File: config.mk
export PLATFORM = sky130hd
export DESIGN_NAME = obstacle_spawner
export DESIGN_NICKNAME = d
export VERILOG_FILES = /design/src/rtl/obstacle_spawner.sv
export SDC_FILE = /design/constraint.sdc
export NUM_CORES = 1
export LEC_CHECK = 0
export BUFFER_PORTS_ARGS = -buffer_cell sky130_fd_sc_hd__buf_2
export CAP_MARGIN = 20
export CORE_UTILIZATION = 30
export DETAILED_ROUTE_END_ITERATION = 8
export GPL_ROUTABILITY_DRIVEN = 0
export SLEW_MARGIN = 20
export SYNTH_ARGS = -nofsm -noshare
export SYNTH_HDL_FRONTEND = slang
export SYNTH_SLANG_ARGS = --single-unit
File: constraint.sdc
create_clock -name clk -period 1.85 [get_ports clk]
set_clock_uncertainty 0.05 [all_clocks]
set_input_delay 0.37 -clock clk [delete_from_list [all_inputs] [get_ports clk]]
set_output_delay 0.37 -clock clk [all_outputs]
set_load 0.05 [all_outputs]
File: src/rtl/obstacle_spawner.sv
// obstacle_spawner
// Turns the serial LFSR bit stream into obstacle spawn descriptors. It
// collects 8 random bits, splits them into lane, kind and gap extension,
// waits the gap in frame ticks, and then offers the descriptor downstream
// over a valid/ready handshake.
//
// Ports:
//   clk          system clock
//   rst          synchronous, active-high reset
//   enable       game running (level)
//   rnd_bit      serial random bit, sampled on each edge in GATHER
//   frame_tick   one-cycle pulse per video frame
//   spawn_ready  downstream accepts the descriptor
//   spawn_valid  descriptor offered (registered)
//   spawn_lane   lane index 0..NUM_LANES-1 (registered)
//   spawn_kind   00 missile, 01 h-zapper, 10 v-zapper, 11 coins (registered)
//   spawn_count  completed transfers, wraps at 256 (registered)
//   busy         spawner is not idle (registered)
module obstacle_spawner #(
    parameter int NUM_LANES = 6,
    parameter int GAP_MIN   = 8
) (
    input  logic       clk,
    input  logic       rst,
    input  logic       enable,
    input  logic       rnd_bit,
    input  logic       frame_tick,
    input  logic       spawn_ready,
    output logic       spawn_valid,
    output logic [2:0] spawn_lane,
    output logic [1:0] spawn_kind,
    output logic [7:0] spawn_count,
    output logic       busy
);

    typedef enum logic [1:0] {
        IDLE   = 2'd0,
        GATHER = 2'd1,
        WAIT   = 2'd2,
        OFFER  = 2'd3
    } state_t;

    localparam logic [3:0] NL  = 4'(NUM_LANES);
    localparam logic [7:0] GAP = 8'(GAP_MIN);

    state_t     state, state_next;
    logic [7:0] shreg, shreg_next;
    logic [2:0] bit_cnt, bit_cnt_next;
    logic [7:0] gap_cnt, gap_next;
    logic       prev_valid, prev_valid_next;
    logic [2:0] prev_lane, prev_lane_next;
    logic [2:0] lane_next;
    logic [1:0] kind_next;
    logic [7:0] count_next;
    logic [7:0] sh_shift;

    // Fold the raw 3-bit lane into range, then step past the previous lane
    // so two consecutive obstacles never share a lane.
    function automatic logic [2:0] map_lane(input logic [2:0] raw,
                                            input logic       pv,
                                            input logic [2:0] pl);
        logic [3:0] l;
        l = {1'b0, raw};
        if (l >= NL) begin
            l = l - NL;
        end else begin
            l = l;
        end
        if (pv && (l[2:0] == pl)) begin
            if (l == (NL - 4'd1)) begin
                l = 4'd0;
            end else begin
                l = l + 4'd1;
            end
        end else begin
            l = l;
        end
        return l[2:0];
    endfunction

    // Next-state and next-register logic for the spawn sequencer.
    always_comb begin
        state_next      = state;
        shreg_next      = shreg;
        bit_cnt_next    = bit_cnt;
        gap_next        = gap_cnt;
        prev_valid_next = prev_valid;
        prev_lane_next  = prev_lane;
        lane_next       = spawn_lane;
        kind_next       = spawn_kind;
        count_next      = spawn_count;
        sh_shift        = {shreg[6:0], rnd_bit};

        case (state)
            IDLE: begin
                if (enable) begin
                    state_next   = GATHER;
                    bit_cnt_next = 3'd0;
                end else begin
                    state_next = IDLE;
                end
            end
            GATHER: begin
                if (!enable) begin
                    state_next   = IDLE;
                    bit_cnt_next = 3'd0;
                end else begin
                    shreg_next = sh_shift;
                    if (bit_cnt == 3'd7) begin
                        // 8th sample: descriptor complete, fields taken from
                        // the freshly shifted value.
                        state_next   = WAIT;
                        bit_cnt_next = 3'd0;
                        lane_next    = map_lane(sh_shift[7:5], prev_valid, prev_lane);
                        kind_next    = sh_shift[4:3];
                        gap_next     = GAP + {5'd0, sh_shift[2:0]};
                    end else begin
                        bit_cnt_next = bit_cnt + 3'd1;
                    end
                end
            end
            WAIT: begin
                if (!enable) begin
                    state_next = IDLE;
                end else if (gap_cnt == 8'd0) begin
                    state_next = OFFER;
                end else if (frame_tick) begin
                    gap_next = gap_cnt - 8'd1;
                    if (gap_cnt == 8'd1) begin
                        state_next = OFFER;
                    end else begin
                        state_next = WAIT;
                    end
                end else begin
                    state_next = WAIT;
                end
            end
            OFFER: begin
                // enable is deliberately ignored until the transfer completes.
                if (spawn_valid && spawn_ready) begin
                    count_next      = spawn_count + 8'd1;
                    prev_valid_next = 1'b1;
                    prev_lane_next  = spawn_lane;
                    bit_cnt_next    = 3'd0;
                    state_next      = enable ? GATHER : IDLE;
                end else begin
                    state_next = OFFER;
                end
            end
            default: begin
                state_next = IDLE;
            end
        endcase
    end

    // State and datapath registers; outputs are registered from next state.
    always_ff @(posedge clk) begin
        if (rst) begin
            state       <= IDLE;
            shreg       <= 8'd0;
            bit_cnt     <= 3'd0;
            gap_cnt     <= 8'd0;
            prev_valid  <= 1'b0;
            prev_lane   <= 3'd0;
            spawn_valid <= 1'b0;
            spawn_lane  <= 3'd0;
            spawn_kind  <= 2'd0;
            spawn_count <= 8'd0;
            busy        <= 1'b0;
        end else begin
            state       <= state_next;
            shreg       <= shreg_next;
            bit_cnt     <= bit_cnt_next;
            gap_cnt     <= gap_next;
            prev_valid  <= prev_valid_next;
            prev_lane   <= prev_lane_next;
            spawn_valid <= (state_next == OFFER);
            spawn_lane  <= lane_next;
            spawn_kind  <= kind_next;
            spawn_count <= count_next;
            busy        <= (state_next != IDLE);
        end
    end

endmodule

### Word-level counts from Yosys, hierarchy flattened

Index checks and enable logic that the tools add are counted.

* flip-flop bits (word level): 39
* word-level logic and storage cells: 71
* output and inout port bits: 15
* input bits: 6

* magnitude comparators: 1
* muxes and demuxes: 26
* add/sub/neg operators: 6
* equal/unequal tests: 15
* reductions and logical operators: 12

Operators with widths (number)
* 8-bit two-way mux: 5
* 3-bit two-way mux: 6
* 4-bit two-way mux: 4
* 8-bit case mux with 2 select lines: 1
* 2-bit inequality test, second input constant: 7
* 2-bit two-way mux: 6
* 3-bit case mux with 3 select lines: 1
* 8-bit by 1-bit adder with 8-bit output, second input constant: 1
* 8-bit by 1-bit equality test with 1-bit output, second input constant: 1
* 8-bit zero test: 1
* 2-bit case mux with 4 select lines: 1
* 8-bit by 1-bit subtractor with 8-bit output, second input constant: 1
* 3-bit by 1-bit adder with 3-bit output, second input constant: 2
* 2-bit equality test, second input constant: 3
* 3-bit AND reduction: 2
* 6-bit AND reduction: 1
* 4-bit by 3-bit adder with 5-bit output, first input constant: 1
* 4-bit by 3-bit equality test with 1-bit output, second input constant: 1
* 2-bit AND reduction: 2
* 2-bit nonzero test: 2
* 3-bit by 3-bit subtractor with 4-bit output, second input constant: 1
* 3-bit equality test: 1
* 3-bit equality test, second input constant: 1
* 3-bit greater-or-equal comparator, second input constant: 1
* 5 further kinds: 7

### Longest topological paths before layout

Gate-level depths: netlist of run 1.

* word-level depth: 8
* mapped depth: 8
* gate-level depth less buffers: 6

### Worst setup path after synthesis of run 1

No wires, ideal clock.

* path type: reg2reg
* start: register gap_cnt[0]
* end: register gap_cnt[3]
* slack: -0.127 ns
* data arrival time: 1.853 ns
* setup time: 0.074 ns
* period minus slack after synthesis: 1.977 ns
* buffers on the path: 1
* cell stages (with the launch flop): 8
* data required time: 1.726 ns
* cell sequence: dfxtp_1 inv_1 ha_1 or4b_2 o22ai_1 buf_4 o31ai_1 a31oi_1

* word-level cells in the longest chain between the ends: 5
* elaborated cells between the ends (all ways): 8
* classes of those cells: 1 x add/sub; 1 x eq/ne; 4 x mux; 2 x reduce/logical

RTL lines
* from (decl): RTL line 49 `logic [7:0] gap_cnt, gap_next;`
* from (signal assigned): RTL line 174 `gap_cnt <= gap_next;`
* 8-bit by 1-bit subtractor with 8-bit output: RTL line 128 `gap_next = gap_cnt - 8'd1;`
* 8-bit two-way mux: RTL line 127 `end else if (frame_tick) begin`
* 8-bit two-way mux: RTL line 125 `end else if (gap_cnt == 8'd0) begin`
* 8-bit two-way mux: RTL line 123 `if (!enable) begin`
* 8-bit case mux with 2 select lines: RTL line 94 `case (state)`

Parallel ways exist; a longest one is shown, timed or not. The select of a mux whose other input is x is not followed.
A chain may end at the register's enable or synchronous reset.

### Final worst setup path of run 1

* start: register gap_cnt[5]
* end: register gap_cnt[7]

Same word-level chain as after synthesis.

==> results of run 1 <==
==> logic make-up (layout without fill, tap and decap cells) <==
kind of cell               after synthesis  count (layout)  synth area share (%)
AOI/OAI and AO/OA                       48              49                 16.59
xor gates and xnor gates                 7               7                 3.345
adders and majority gates                6               6                 4.095
buffers and inverters                   19              58                 4.164
DFF                                     39              39                 42.59
muxes                                    2               2                 1.092
and+or+nand+nor                         98              98                 28.12
==> Yosys cell counts (all sizes together), types with 2 or more instances <==
library cell | instances | area share (%)
nor3 | 4 | 1.1
dfxtp | 39 | 43
and4b | 2 | 1.1
mux2i | 2 | 1.1
o21ai | 4 | 1.1
nor4bb | 3 | 1.6
a311oi | 2 | 0.96
a22o | 2 | 0.96
xor2 | 3 | 1.4
nor2b | 3 | 1.0
clkbuf | 9 | 1.8
nor2 | 27 | 5.5
inv | 7 | 1.4
o31ai | 5 | 2.0
or3 | 5 | 1.7
nand4 | 4 | 1.4
or2 | 2 | 0.68
or4 | 6 | 2.7
a21oi | 21 | 5.7
ha | 6 | 4.1
nand3 | 3 | 0.82
buf | 3 | 0.89
a211o | 3 | 1.4
xnor2 | 4 | 1.9
nand3b | 4 | 1.6
nand2 | 27 | 5.5
a31oi | 3 | 1.0
==> sequential cells by signal (all words and copies together), names as in the netlist, 2 cells and up <==
register and count:
prev_lane 3, bit_cnt 3, shreg 7, spawn_kind 2
spawn_lane 3, gap_cnt 8, state 2, spawn_count 8
==> critical path: cells and delay by family (launching register included) <==
| family | cells | cell delay [ns] |
|---|---|---|
| AO/OA/AOI/OAI | 1 | 0.15 |
| flip-flops | 1 | 0.33 |
| AND/OR/NAND/NOR | 3 | 1.26 |
==> through the flow <==
stage / hold slack, ns / instances
global route: 0.2767 / 334
detailed placement: 0.3955 / 321
CTS: 0.2747 / 330
global placement: 0.3919 / 321
floorplan: 0.3819 / 219
finish: 0.2831 / 334
==> power groups by stage <==
stage          registers [uW]  logic (uW)  clock network (uW)
2_1_floorplan             870        36.7                   0
3_3_place_gp              866        67.5                   0
3_5_place_dp              866        67.8                   0
4_1_cts                   847        68.0                 608
5_1_grt                   848        77.7                 648
6_report                  847        70.6                 582
==> routing by layer <==
metal / part of all wire (%) / vias to the layer above / global-route usage [%]
li1: - / 862 / -
met1: 50 / 748 / 18.23
met2: 45 / 29 / 22.39
met3: 4.0 / 2 / 3.636
met4: 1.0 / 0 / 7.143
met5: 0 / - / 0
==> what timing repair did <==
item,CTS,global route
setup buffers,1,3
cloned,0,1
setup endpoints to repair,4,8
pin swaps,3,8
resized for setup,2,15
==> worst max-delay path by stage <==
stage | startpoint | endpoint | slack (ns) | depth (start not counted)
final | gap_cnt[5] | gap_cnt[7] | -0.002 | 4
after CTS | gap_cnt[5] | gap_cnt[0] | -0.003 | 6
after global routing | bit_cnt[1] | gap_cnt[0] | -0.09 | 7
after detailed placement | gap_cnt[0] | gap_cnt[0] | -0.02 | 7
after global placement | gap_cnt[0] | gap_cnt[0] | 0.009 | 7
after floorplan | gap_cnt[5] | gap_cnt[7] | 0.03 | 4
==> cells in the final DEF, fill, tap and decap left out, types with 2 or more instances in the layout <==
master and count:
nand3b_1 4, xor2_1 3, a211o_1 3, ha_1 3, xnor2_1 4, inv_2 2, buf_2 20, nor4bb_1 3
nor2_1 27, clkbuf_8 5, dfxtp_1 35, a311oi_1 2, or4_1 5, o22ai_4 2, dfxtp_2 4, mux2i_1 2
a31oi_1 3, buf_4 20, o31ai_1 5, o21ai_0 4, ha_4 2, nor2b_1 3, or3_1 5, clkinvlp_4 2
a22o_1 2, buf_6 3, inv_1 5, a21oi_1 21, nand4_1 4, nor3_1 4, nand3_1 3, nand2_1 27
==> final cells by class <==
cell class                 instances  area share, %
clock inverter                     3         0.8625
timing repair buffer              43          12.24
tap                               75          4.043
sequential                        39          33.85
inverter                           7          1.132
multi-input combinational        162          44.91
clock buffer                       5          2.965
==> metrics.csv, run 1 <==
stage,metric,value,unit
cts,cts_tree,built,
worst_setup_path,worstPathCellList,"or4_4, or2_1, or4_1, a21oi_1",
worst_setup_path,r2r_cells,4,
cts,cts.sinks,39,
finish,utilization,39.20,%
die,core_area,0.005921,mm2
synthesis,synth_area_per_cell,8.370,um2
worst_setup_path,path_max_fanout,3,
finish,stdcell_area,0.002321,mm2
place,hpwlAfterDp,2890,um
drt,drt-pass1-iter-count,4,
cts,cts.clk_slew.worst_paths,0.08,ns
timing,tightest_slew,0.4506,ns
synthesis,synth_edf_count,0,
die,rows,28,
worst_setup_path,ff2ff_setup_slack,-0.002,ns
finish,n_fill_cell,625,
drt,vias,1641,
place,detailed_place.area,0.002137,mm2
cts,cts-htree-levels,2,
cts,hold_buffers,0,
power_and_ir_drop,switching_power,366.2,uW
drt,post-route-drc-count,0,
power_and_ir_drop,worst_ir_drop_vdd,0.0003366,V
worst_setup_path,start_kind,register,
synthesis,synthDistinctLibCells,47,
die,initial_core_util,30.96,%
drt,antenna_violating_nets_post_route,0,
synthesis,synth_ff_type,dfxtp_1,
worst_setup_path,crit_arrival,2.03,ns
cts,cts.path.max_buffers,2,
synthesis,async_reset_ff_share,0,%
worst_hold_path,min_delay_path_depth,3,
worst_hold_path,whs_endpoint,shreg[0],
global_routing,grt.total_usage,14.35,%
place,dp_slack,-0.01604,ns
finish,drive_gt1_share,25.87,%
global_routing,grt_pass1_wl,7141,um
timing,period_needed,1.852,ns
finish,final_nets,270,
timing,finalSetupViolations,1,
timing,hold_viol,0,
drt,wl_per_cell,12.52,um
worst_setup_path,max_stage_delay,0.53,ns
finish,area_delta_synth_final,26.62,%
run_status,failed_checks,negative setup slack,
flow_run,maxCapViolCount,0,
power_and_ir_drop,p_leak,0.0009174,uW
finish,multiInputGateArea,0.001042,mm2
worst_setup_path,required,2.02,ns
global_routing,grt_max_degree,25,
global_routing,grt-ovfl-total,0,
synthesis,ys_seq_area_share,42.59,%
global_routing,grt_pass1_vias,1597,
worst_hold_path,hp-class,primary input to register,
finish,regArea,785.8,um2
drt,vias_per_cell,4.913,
power_and_ir_drop,swShare,24.42,%
power_and_ir_drop,combinationalPowerShare,4.7,%
power_and_ir_drop,pwr-share-seq,56.5,%
synthesis,syn_inst,219,
die,die_y,80.17,um
power_and_ir_drop,power.internal,1133,uW
synthesis,netlist_area,0.001833,mm2
worst_setup_path,reg2reg_to,gap_cnt[7],
timing,fin_crit_sh,100.1,%
synthesis,synth-seq-cells,39,
timing,fin_tns_setup,-0.002006,ns
worst_setup_path,rr_startpoint,gap_cnt[5],
cts,clk_latency,0.29,ns
timing,fmaxAchievable,540.0,MHz
timing,rsz0062_at_grt,true,
worst_setup_path,crit_path_end_kind,register,
power_and_ir_drop,power_density,646.0,mW/mm2
timing,slew_viol_final,0,
finish,antenna_cells,0,
drt,routed_wl,4181,um
cts,cts_made_buffers,5,
power_and_ir_drop,p_clk_share,38.8,%
die,die_x,80.17,um
die,dieArea,0.006426,mm2
worst_hold_path,hp-start,rnd_bit,
worst_setup_path,slowest_stage,or4_4,
die,io_pins,21,
cts,cts_root_buf,clkbuf_8,
timing,slew_headroom,69.96,%
power_and_ir_drop,power.total,1499,uW
worst_setup_path,path_class,register to register,
place,port_buffers,20,
timing,setup_slack,-0.002006,ns
synthesis,yosys_warnings,0,
synthesis,synth_nets,231,
run_status,outcome,finished with violations,
drt,drtIter0Drc,110,
global_routing,antenna_found_initial,0,
(Power assumes the default switching activity.)
==> run 2: changes to the inputs <==
Settings changed: PLACE_DENSITY set to 0.54, SKIP_CTS_REPAIR_TIMING set to 1.
==> run 2 against run 1 <==
Net effect:
- sequential power hardly changed
- hold slack better by 0.018 ns
- wire length is 0.79% higher
- largest cell class unchanged
- power is 11% higher
- die area stayed put
- register-to-register slack worse by 0.03 ns
- clock power is 29% higher
- count of clock-buffer cells in the layout is 1 higher
- the flow still finishes with violations (negative setup slack)
- final area is 0.92% higher
==> metrics.csv, run 2 (synthesis gave the netlist of run 1 again) <==
stage,metric,value,unit,change
global_routing,grt_pass1_wl,7003,um,-1.9%
drt,vias,1658,,+1.0%
global_routing,grt.total_usage,13.97,%,-0.38 points
power_and_ir_drop,worst_ir_drop_vdd,0.0002981,V,-11%
cts,clk_latency,0.29,ns,about the same
finish,regArea,784.5,um2,-0.16%
die,die_x,80.17,um,unchanged
finish,utilization,39.56,%,+0.36 points
place,hpwlAfterDp,2902,um,+0.42%
worst_setup_path,cp_common_cell,or4_4,,
drt,wl_per_cell,12.62,um,+0.79%
global_routing,busiest_layer,met2,,
die,core_area,0.005921,mm2,unchanged
worst_setup_path,worstPathCellList,"or4_4, or2_1, or4_4, a21oi_2",,
power_and_ir_drop,power.internal,1304,uW,+15%
worst_setup_path,path_max_fanout,5,,+2
run_status,outcome,finished with violations,,
global_routing,grt_max_degree,24,,-4.0%
cts,cts.path.max_buffers,2,,unchanged
worst_setup_path,crit_arrival,2.07,ns,+0.04 ns
drt,drt-pass1-iter-count,4,,unchanged
global_routing,grt-ovfl-total,0,,unchanged
cts,cts_tree,built,,
timing,tightest_slew,0.4314,ns,-0.01923 ns
worst_setup_path,slowest_stage,or4_4,,
worst_setup_path,required,2.03,ns,about the same
finish,n_fill_cell,607,,-2.9%
timing,slew_headroom,71.24,%,+1.3 points
cts,cts_root_buf,clkbuf_8,,
cts,cts_made_buffers,5,,unchanged
global_routing,antenna_found_initial,0,,unchanged
finish,top_regs,"gap_cnt: 8 flops, spawn_count: 8 flops, shreg: 7 flops",,
timing,finalSetupViolations,1,,unchanged
finish,drive_gt1_share,25.10,%,-0.77 points
die,die_y,80.17,um,unchanged
timing,period_needed,1.884,ns,+0.03191 ns
finish,multiInputGateArea,0.001040,mm2,-0.24%
drt,routed_wl,4214,um,+0.79%
worst_setup_path,start_kind,register,,
worst_setup_path,critPathTopFamily,simple AND/OR/NAND/NOR gates,,
finish,area_delta_synth_final,27.78,%,
power_and_ir_drop,switching_power,360.9,uW,-1.5%
global_routing,grt_use_met3,3.977,%,+0.34 points
worst_setup_path,ff2ff_setup_slack,-0.03,ns,-0.03 ns
worst_setup_path,path_class,register to register,,
die,rows,28,,unchanged
worst_setup_path,max_stage_delay,0.57,ns,+0.04 ns
cts,cts.clk_slew.worst_paths,0.08,ns,about the same
timing,slew_viol_final,0,,unchanged
timing,fmaxAchievable,530.8,MHz,-1.7%
finish,layout_commonest_cell,dfxtp_1,,
flow_run,maxCapViolCount,0,,unchanged
run_status,failed_checks,negative setup slack,,
die,initial_core_util,30.96,%,unchanged
power_and_ir_drop,swShare,21.67,%,-2.8 points
die,io_pins,21,,unchanged
worst_hold_path,hp-class,primary input to register,,
timing,fin_crit_sh,101.8,%,+1.7 points
power_and_ir_drop,pwr-share-seq,50.9,%,-5.6 points
global_routing,grtUsageMet1,19.05,%,+0.83 points
cts,cts-htree-levels,2,,unchanged
global_routing,grt_pass1_vias,1487,,-6.9%
finish,mostFrequentLayoutCells,"36 x dfxtp_1, 27 x nor2_1, 27 x nand2_1",,
place,port_buffers,20,,unchanged
finish,antenna_cells,0,,unchanged
power_and_ir_drop,combinationalPowerShare,4.0,%,-0.7 points
worst_setup_path,crit_buf_inv,0,,unchanged
global_routing,use_met2,20.51,%,-1.9 points
drt,vias_per_cell,4.964,,+1.0%
timing,rsz0062_at_grt,true,,
drt,antenna_violating_nets_post_route,0,,unchanged
power_and_ir_drop,power_density,710.9,mW/mm2,+10%
timing,hold_viol,0,,unchanged
finish,final_nets,270,,unchanged
cts,cts.sinks,39,,unchanged
worst_setup_path,crit_path_end_kind,register,,
power_and_ir_drop,power.total,1665,uW,+11%
die,dieArea,0.006426,mm2,unchanged
power_and_ir_drop,p_clk_share,45.1,%,+6.3 points
timing,setup_slack,-0.03392,ns,-0.03191 ns
power_and_ir_drop,p_leak,0.0009504,uW,+3.6%
drt,drtIter0Drc,82,,-25%
drt,post-route-drc-count,0,,unchanged
[run 2: per-layer routing]
metal | vias up | routed length, um
li1 | 858 | -
met1 | 761 | 2144
met2 | 32 | 1821
met3 | 7 | 198
met4 | 0 | 50
met5 | - | 0
[run 2: final timing paths]
check                                    from             to  cells past startpoint
worst max register to register     gap_cnt[2]     gap_cnt[7]                      4
worst max-delay path               gap_cnt[2]     gap_cnt[7]                      4
worst min-delay path                  rnd_bit       shreg[0]                      3
worst min register to register  spawn_kind[1]  spawn_kind[1]                      2
[run 2: worst register-to-register path, stage by stage (launching register included)]
cell and delay, ns:
dfxtp_2 0.33, or4_4 0.57, or2_1 0.24, or4_4 0.51, a21oi_2 0.13
[run 2: cell type report]
type,count,area share (%)
Sequential cell,39,33.49
Clock inverter,2,1.496
Tap cell,75,4.006
Timing Repair Buffer,43,11.97
Inverter,7,1.122
Clock buffer,6,3.526
Multi-Input combinational cell,162,44.39
[run 2: metrics by stage]
stage                     std cells  setup slack (ns)  setup TNS, ns  area, um2  hold slack, ns
after floorplan                 219           0.03057              0       1854          0.3819
after global placement          321         -0.001509      -0.001509       2137          0.3937
after detailed placement        321          -0.02270       -0.04181       2137          0.3953
after CTS                       329          -0.03572       -0.08008       2255          0.2873
after global routing            334          -0.07199        -0.2454       2342          0.3140
final                           334          -0.03392       -0.03392       2342          0.3015
[run 2: power groups by stage]
stage / clock network, uW / registers, uW / logic [uW]
final: 751 / 847 / 67.0
after global routing: 802 / 848 / 73.5
after CTS: 769 / 847 / 64.8
after detailed placement: 0 / 867 / 64.8
after global placement: 0 / 867 / 64.1
after floorplan: 0 / 870 / 36.7
